[src/rtl/izh_scheduler_if.sv]
// izh_dp_if: request/response handshake between the scheduler and the shared neuron datapath
interface izh_dp_if #(
   parameter int STATE_W = 8,
   parameter int CUR_W   = 8
);
   logic               dp_start;
   logic [CUR_W-1:0]   dp_cur;
   logic [STATE_W-1:0] dp_v_in;
   logic               dp_done;
   logic [STATE_W-1:0] dp_v_out;
   logic               dp_spike;
   modport master (output dp_start, dp_cur, dp_v_in, input dp_done, dp_v_out, dp_spike);
   modport slave  (input dp_start, dp_cur, dp_v_in, output dp_done, dp_v_out, dp_spike);
endinterface

[src/rtl/izh_scheduler.sv]
// izh_scheduler: time-multiplexes one Izhikevich datapath over N_NEURONS virtual neurons per tick
module izh_scheduler #(
   parameter int                 N_NEURONS = 4,
   parameter int                 STATE_W   = 8,
   parameter int                 CUR_W     = 8,
   parameter int                 TICK_DIV  = 64,
   parameter logic [STATE_W-1:0] V_RESET   = '0,
   parameter int                 AW        = $clog2(N_NEURONS)
) (
   input  logic                 clk,
   input  logic                 reset_n,
   input  logic                 run,
   input  logic                 cfg_we,
   input  logic [AW-1:0]        cfg_addr,
   input  logic [CUR_W-1:0]     cfg_data,
   input  logic [AW-1:0]        rd_addr,
   output logic [STATE_W-1:0]   rd_state,
   izh_dp_if.master             dp,
   output logic [N_NEURONS-1:0] spike_vec,
   output logic                 step_done,
   output logic                 busy,
   output logic                 overrun
);
   localparam int CW = $clog2(TICK_DIV);
   typedef enum logic [1:0] {IDLE, ISSUE, WAIT, COMMIT} fsm_t;
   fsm_t                 fsm_q, fsm_d;
   logic [CW-1:0]        cnt_q, cnt_d;
   logic [AW-1:0]        idx_q, idx_d;
   logic [STATE_W-1:0]   st_q [N_NEURONS];
   logic [STATE_W-1:0]   st_d [N_NEURONS];
   logic [CUR_W-1:0]     cur_q [N_NEURONS];
   logic [CUR_W-1:0]     cur_d [N_NEURONS];
   logic [STATE_W-1:0]   cap_v_q, cap_v_d;
   logic                 cap_s_q, cap_s_d;
   logic [N_NEURONS-1:0] sh_q, sh_d, sv_q, sv_d, sh_nxt;
   logic                 sd_q, sd_d, ovr_q, ovr_d, tick, last;
   always_comb begin
      tick    = run && 32'(cnt_q) == TICK_DIV - 1;
      last    = 32'(idx_q) == N_NEURONS - 1;
      cnt_d   = (!run || tick) ? '0 : cnt_q + 1'b1;
      fsm_d   = fsm_q;
      idx_d   = idx_q;
      st_d    = st_q;
      cur_d   = cur_q;
      cap_v_d = cap_v_q;
      cap_s_d = cap_s_q;
      sh_d    = sh_q;
      sv_d    = sv_q;
      sd_d    = 1'b0;
      sh_nxt  = sh_q;
      sh_nxt[idx_q] = cap_s_q;
      ovr_d   = ovr_q | (tick && fsm_q != IDLE);
      if (cfg_we && 32'(cfg_addr) < N_NEURONS) cur_d[cfg_addr] = cfg_data;
      case (fsm_q)
         IDLE: if (tick) begin
            idx_d = '0;
            sh_d  = '0;
            fsm_d = ISSUE;
         end
         ISSUE: fsm_d = WAIT;
         WAIT: if (dp.dp_done) begin
            cap_v_d = dp.dp_v_out;
            cap_s_d = dp.dp_spike;
            fsm_d   = COMMIT;
         end
         COMMIT: begin
            st_d[idx_q] = cap_v_q;
            sh_d        = sh_nxt;
            sv_d        = last ? sh_nxt : sv_q;
            sd_d        = last;
            idx_d       = last ? idx_q : idx_q + 1'b1;
            fsm_d       = last ? IDLE : ISSUE;
         end
         default: fsm_d = IDLE;
      endcase
   end
   always_ff @(posedge clk) begin
      if (!reset_n) begin
         fsm_q   <= IDLE;
         cnt_q   <= '0;
         idx_q   <= '0;
         st_q    <= '{default: V_RESET};
         cur_q   <= '{default: '0};
         cap_v_q <= '0;
         cap_s_q <= 1'b0;
         sh_q    <= '0;
         sv_q    <= '0;
         sd_q    <= 1'b0;
         ovr_q   <= 1'b0;
      end else begin
         fsm_q   <= fsm_d;
         cnt_q   <= cnt_d;
         idx_q   <= idx_d;
         st_q    <= st_d;
         cur_q   <= cur_d;
         cap_v_q <= cap_v_d;
         cap_s_q <= cap_s_d;
         sh_q    <= sh_d;
         sv_q    <= sv_d;
         sd_q    <= sd_d;
         ovr_q   <= ovr_d;
      end
   end
   assign dp.dp_start = fsm_q == ISSUE;
   assign dp.dp_cur   = cur_q[idx_q];
   assign dp.dp_v_in  = st_q[idx_q];
   assign rd_state    = 32'(rd_addr) < N_NEURONS ? st_q[rd_addr] : '0;
   assign spike_vec   = sv_q;
   assign step_done   = sd_q;
   assign busy        = fsm_q != IDLE;
   assign overrun     = ovr_q;
endmodule

[src/flat_wrapper.sv]
// flat-port wrapper written by rule: the top's interface ports become plain ports
module izh_scheduler_flat 
#(
   parameter int                 N_NEURONS = 4,
   parameter int                 STATE_W   = 8,
   parameter int                 CUR_W     = 8,
   parameter int                 TICK_DIV  = 64,
   parameter logic [STATE_W-1:0] V_RESET   = '0,
   parameter int                 AW        = $clog2(N_NEURONS)
)
  (clk, reset_n, run, cfg_we, cfg_addr, cfg_data, rd_addr, rd_state, spike_vec, step_done, busy, overrun, dp_dp_start, dp_dp_cur, dp_dp_v_in, dp_dp_done, dp_dp_v_out, dp_dp_spike);
  izh_dp_if #(.STATE_W(STATE_W), .CUR_W(CUR_W)) dp_i ();
  input  logic clk;
  input  logic reset_n;
  input  logic run;
  input  logic cfg_we;
  input  logic [AW-1:0] cfg_addr;
  input  logic [CUR_W-1:0] cfg_data;
  input  logic [AW-1:0] rd_addr;
  output logic [STATE_W-1:0] rd_state;
  output logic [N_NEURONS-1:0] spike_vec;
  output logic step_done;
  output logic busy;
  output logic overrun;
  output wire logic [$bits(dp_i.dp_start)-1:0] dp_dp_start;
  output wire logic [$bits(dp_i.dp_cur)-1:0] dp_dp_cur;
  output wire logic [$bits(dp_i.dp_v_in)-1:0] dp_dp_v_in;
  input wire logic [$bits(dp_i.dp_done)-1:0] dp_dp_done;
  input wire logic [$bits(dp_i.dp_v_out)-1:0] dp_dp_v_out;
  input wire logic [$bits(dp_i.dp_spike)-1:0] dp_dp_spike;
  assign dp_dp_start = dp_i.dp_start;
  assign dp_dp_cur = dp_i.dp_cur;
  assign dp_dp_v_in = dp_i.dp_v_in;
  assign dp_i.dp_done = dp_dp_done;
  assign dp_i.dp_v_out = dp_dp_v_out;
  assign dp_i.dp_spike = dp_dp_spike;
  izh_scheduler #(.N_NEURONS(N_NEURONS), .STATE_W(STATE_W), .CUR_W(CUR_W), .TICK_DIV(TICK_DIV), .V_RESET(V_RESET), .AW(AW)) u_core (.clk(clk), .reset_n(reset_n), .run(run), .cfg_we(cfg_we), .cfg_addr(cfg_addr), .cfg_data(cfg_data), .rd_addr(rd_addr), .rd_state(rd_state), .dp(dp_i), .spike_vec(spike_vec), .step_done(step_done), .busy(busy), .overrun(overrun));
endmodule
[config.mk]
export PLATFORM = sky130hd
export DESIGN_NAME = izh_scheduler_flat
export DESIGN_NICKNAME = d
export VERILOG_FILES = /design/src/rtl/izh_scheduler_if.sv /design/src/rtl/izh_scheduler.sv /design/src/flat_wrapper.sv
export SDC_FILE = /design/constraint.sdc
export NUM_CORES = 1
export LEC_CHECK = 0
export ABC_AREA = 1
export CORE_UTILIZATION = 49
export DETAILED_ROUTE_END_ITERATION = 8
export GPL_TIMING_DRIVEN = 0
export PLACE_DENSITY = 0.77
export SLEW_MARGIN = 40
export SYNTH_ARGS = -nofsm -noshare
export SYNTH_HDL_FRONTEND = slang
export SYNTH_SLANG_ARGS = --single-unit
[constraint.sdc]
create_clock -name clk -period 1.6 [get_ports clk]
set_input_delay 0.48 -clock clk [delete_from_list [all_inputs] [get_ports clk]]
set_output_delay 0.48 -clock clk [all_outputs]
set_load 0.02 [all_outputs]
# Word level (Yosys, flattened, before mapping)
# Cells that the tools add are included.
# word_totals
regBits	93
latchBits	0
mem_bits_rw	0
mem_bits_ro	0
in_bits	26
output_inout_bits	32
wordCells	83
n_memories	0
# op_classes
add_sub_neg	2
multipliers	0
div_mod_pow	0
magnitude_cmp	7
n_eq_ne	8
n_shift	0
n_mux	27
bitwise	5
reduce_logical	17
# op_table
cell	n
32-bit bitwise mux	2
8-bit 2-to-1 mux	8
8-bit binary-select mux with 2-bit select	3
8-bit demux with 2-bit select	2
2-bit AND reduction	5
3-bit greater-or-equal comparator, second input constant	3
2-bit NOT with 3-bit output	3
2-bit 2-to-1 mux	4
2-bit case mux with 4 select lines	1
4-bit case mux with 2 select lines	1
6-bit by 1-bit adder with 6-bit output, second input constant	1
2-bit == test, second input constant	3
6-bit == test, second input constant	1
3-bit by 1-bit less-than comparator with 1-bit output, second input constant	2
1-bit logical AND	5
4-bit bitwise mux	1
4-bit 2-to-1 mux	1
2-bit inequality test, second input constant	2
2-bit case mux with 2 select lines	1
2-bit nonzero test	2
2-bit by 3-bit less-than comparator with 1-bit output, second input constant	1
3-bit AND reduction	1
2-bit by 1-bit adder with 2-bit output, second input constant	1
1-bit demux with 2-bit select	1
other kinds (10)	11

# Longest topological paths before layout
# Gate-level depths: netlist of run 1.
# depth
word_depth	6
ltp_mapped	9

# Worst setup path before layout of run 1
# OpenSTA, ideal clock, no wires.
# synth_timing
kind	input to output
from	input rd_addr[0]
to	output rd_state[5]
arrival_time_ns	1.194
setup_slack_ns	-0.074
path_stages	4
path_cell_list	inv_1 -> buf_2 -> o21ai_0 -> o22ai_1
# synth_via
elab_chain_cells	4
# synth_rtl
element	line_no	source
from (decl)	flat_wrapper.sv:19	input logic [AW-1:0] rd_addr;
2-bit NOT with 3-bit output (implied by the code)	izh_scheduler.sv:107	assign rd_state = 32'(rd_addr) < N_NEURONS ? st_q[rd_addr] : '0;
8-bit binary-select mux with 2-bit select	izh_scheduler.sv:107	
8-bit 2-to-1 mux (implied by the code) (2 in series)	izh_scheduler.sv:107	
to (decl)	flat_wrapper.sv:20	output logic [STATE_W-1:0] rd_state;
# No other way between the ends. The select of a mux whose other input is x is not followed.

# Final worst setup path of run 1
# layout_timing
from	register u_core.idx_q[0]
to	output dp_dp_v_in[2]
# layout_via
elab_chain_cells	4
# layout_rtl
element	line_no	source
from (decl)	izh_scheduler.sv:28	logic [AW-1:0] idx_q, idx_d;
from (signal assigned)	izh_scheduler.sv:93	idx_q <= idx_d;
2-bit NOT with 3-bit output (implied by the code)	izh_scheduler.sv:106	assign dp.dp_v_in = st_q[idx_q];
8-bit binary-select mux with 2-bit select	izh_scheduler.sv:106	
8-bit 2-to-1 mux (implied by the code) (2 in series)	izh_scheduler.sv:106	
to (decl)	flat_wrapper.sv:27	output wire logic [$bits(dp_i.dp_v_in)-1:0] dp_dp_v_in;
# No other way between the ends. The select of a mux whose other input is x is not followed.

==> results of run 1 <==
## metrics by stage
stage | instance area, sq um | total power [W] | util, %
floorplan | 4250 | 0.00261 | -
global placement | 4940 | 0.00278 | 60.5
detailed placement | 4940 | 0.00279 | 60.5
CTS | 5850 | 0.00463 | 71.5
global route | 6110 | 0.00483 | 74.7
finish | 6110 | 0.00475 | 74.7
## sequential cells by signal, summed over array words and instances (netlist names)
register and cells:
u_core.cap_s_q 1, u_core.cnt_q 6, u_core.step_done 1, u_core.cap_v_q 8, u_core.fsm_q 2, u_core.cur_q 32, u_core.spike_vec 4, u_core.idx_q 2
u_core.sh_q 3, u_core.overrun 1, u_core.st_q 32
## repair_timing
| action | 4_1_cts | 5_1_grt |
|---|---|---|
| endpoints found under the setup margin | 68 | 80 |
| cloned | 4 | 0 |
| pin swaps | 15 | 12 |
| gates resized for setup | 350 | 55 |
| setup buffers | 21 | 7 |
## cells by family after synthesis
kind of cell             Yosys count  share of synthesized area [%]
buffers and inverters             52                           5.28
AO/OA/AOI/OAI                    160                           20.5
AND/OR/NAND/NOR                  263                           26.1
adder cells (fa/ha/maj)           10                           3.05
flip-flops                        92                           44.9
XOR/XNOR                           1                          0.214
## layout make-up
| class | count | area, sq um | share of cell area [%] |
|---|---|---|---|
| plain buffers | 24 | 225 | 3.69 |
| clock buffers | 10 | 138 | 2.25 |
| clock inverters | 6 | 95.1 | 1.56 |
| inverters | 28 | 153 | 2.50 |
| multi-input cells | 434 | 2530 | 41.4 |
| flip-flops and latches | 92 | 1870 | 30.7 |
| well taps | 105 | 131 | 2.15 |
| repair buffers | 88 | 963 | 15.8 |
## metal layers
layer	global-route usage, %	routed length (um)
met1	39.2	5860
met2	55.3	7220
met3	5.61	1590
met4	20.9	1060
met5	0	0
## power by group
group          total (W)  internal (W)  switching, W
sequential       0.00235       0.00232     0.0000292
combinational   0.000519      0.000230      0.000289
clock            0.00188      0.000938      0.000943
total            0.00475       0.00349       0.00126
## placed cells by master (no fill, tap or decap), types with 6 or more instances in the layout
cell and count:
a21oi_1 18, buf_4 21, buf_6 38, clkbuf_1 8
clkbuf_8 12, clkdlybuf4s50_1 21, dfxtp_1 75, dfxtp_2 13
dlygate4sd2_1 6, ha_1 6, inv_1 14, nand2_1 30
nand3_1 22, nor2_1 168, nor2_2 23, nor2_4 6
o21ai_0 66, o21ai_1 24, o21ai_2 14, o21ai_4 11
o22ai_2 23
## worst min-delay path by stage
stage | slack [ns] | depth (start not counted) | to
after floorplan | 0.42 | 1 | u_core.cnt_q[0]$_SDFF_PP0_
after global placement | 0.43 | 1 | u_core.cnt_q[0]$_SDFF_PP0_
after detailed placement | 0.44 | 1 | u_core.cnt_q[0]$_SDFF_PP0_
after CTS | 0.45 | 1 | u_core.cnt_q[0]$_SDFF_PP0_
after global routing | 0.46 | 3 | u_core.cap_s_q$_SDFFE_PN0P_
final | 0.44 | 1 | u_core.cnt_q[0]$_SDFF_PP0_
==> flow_summary.json, run 1 <==
{
  "area_delta_synth_final_pct": 48.9,
  "worstSetupStartpoint": "u_core.idx_q[0]$_SDFFE_PN0P_",
  "die_width_um": 93.5,
  "ys_types": 26,
  "path_cells": "clkinvlp_4, buf_6, clkbuf_16, o21ai_4, o22ai_2, buf_6",
  "pwr_density_cell_nw_per_um2": 778,
  "ant_nets": 0,
  "clk_pin_slew_ns": 0.09,
  "cts_hold_buffers": 0,
  "hold_violations": 0,
  "setup_violations": 42,
  "grt_antenna_before_repair": 0,
  "cp_max_fo": 5,
  "outcome": "finished with violations",
  "relSlewSlack_pct": 57.0,
  "firstDrtPassIters": 9,
  "htree_levels": 3,
  "ys_ff_latch": 92,
  "tns_ns": -8.89,
  "hpwlAfterDp_um": 8330,
  "n_antenna_cell": 0,
  "insertion_delay_ns": 0.38,
  "cap_violations": 0,
  "die_area_sq_um": 8740,
  "synthCells": 578,
  "core_sq_um": 8180,
  "cts-root-buf": "clkbuf_8",
  "fin_nets": 713,
  "track_usage_pct": 33.0,
  "synth_edf_count": 0,
  "fin_hold_ws_ns": 0.445,
  "yosys.area.top_type_share_pct": 44.9,
  "drt-wirelength-per-cell_um": 20.0,
  "synth.avg_cell_area_sq_um": 7.10,
  "grt_overflow_total": 0,
  "synth-main-ff-cell": "dfxtp_1",
  "final.fill_count": 567,
  "yosysTopAreaCell": "dfxtp_1",
  "endpoint_kind": "output port",
  "drc": 1,
  "syn_nets": 614,
  "yosysSeqAreaShare_pct": 44.9,
  "syn_area_sq_um": 4100,
  "endpoint": "dp_dp_v_in[2]",
  "rsz0062_at_grt": "true",
  "cts_sinks": 92,
  "hp-start": "u_core.cnt_q[0]$_SDFF_PP0_",
  "vias": 4869,
  "pin_count": 58,
  "setup.reg_to_reg.worst_slack_ns": -0.10,
  "tightest_slew_ns": 0.645,
  "cts_buffers": 9,
  "grt_pass1_wl_um": 21700,
  "gp_congestion": 0.907,
  "critical_path_class": "flip-flop to output port",
  "violations": "DRC, setup timing",
  "cp_common_cell": "buf_6",
  "clock_path_buffers": 2,
  "cp_slowest_cell": "dfxtp_4",
  "start_util_pct": 50.2,
  "grt_max_degree": 17,
  "drive_gt1_share_pct": 31.5,
  "finalMaxSlewViolations": 0,
  "setup_slack_ns": -0.521,
  "finClkSkew_ns": 0.0188,
  "die_h_um": 93.5,
  "crit_buf_inv": 4,
  "r2r-end": "u_core.st_q[13]$_SDFFE_PN0P_",
  "place_inst": 739,
  "fmax_ghz": 0.471,
  "fin_crit_ns": 2.12,
  "yosysWarnings": 0,
  "viasPerCell": 6.19,
  "synth.most_common_cell": "nor2_1",
  "cp_slowest_stage_delay_ns": 0.38,
  "io_buffers": 56,
  "peakVddDrop_uv": 603,
  "synth_common_cells": "nor2_1, o21ai_0, dfxtp_1",
  "path_depth": 6,
  "worstPathRequired_ns": 1.12,
  "routed_wl_um": 15700,
  "period_share_pct": 133,
  "worstPathArrival_ns": 1.64,
  "rows": 33,
  "final_cells": 787,
  "reg2reg_depth": 8,
  "place_ws_ns": -1.31,
  "synthTopCellsByArea": "dfxtp_1, nor2_1, o21ai_0",
  "r2r-start": "u_core.idx_q[0]$_SDFFE_PN0P_",
  "hp-class": "flip-flop to flip-flop",
  "cp_top_family": "buffers and inverters",
  "cp-start-kind": "flip-flop",
  "ys_async_sr_fraction_pct": 0,
  "cts_tree": "built",
  "p_leak_nw": 2.49,
  "first_global_vias": 4406,
  "drt_iter0_markers": 588
}
(Power assumes the default switching activity.)
==> run 2: changes to the inputs <==
--- a/config.mk
+++ b/config.mk
@@ -9,6 +9,7 @@
 export CORE_UTILIZATION = 49
 export DETAILED_ROUTE_END_ITERATION = 8
 export GPL_TIMING_DRIVEN = 0
+export HOLD_SLACK_MARGIN = 0.03
 export PLACE_DENSITY = 0.77
 export SLEW_MARGIN = 40
 export SYNTH_ARGS = -nofsm -noshare
==> results of run 2 <==
Same layout as run 1: the final DEF is identical, and so are final timing and power.
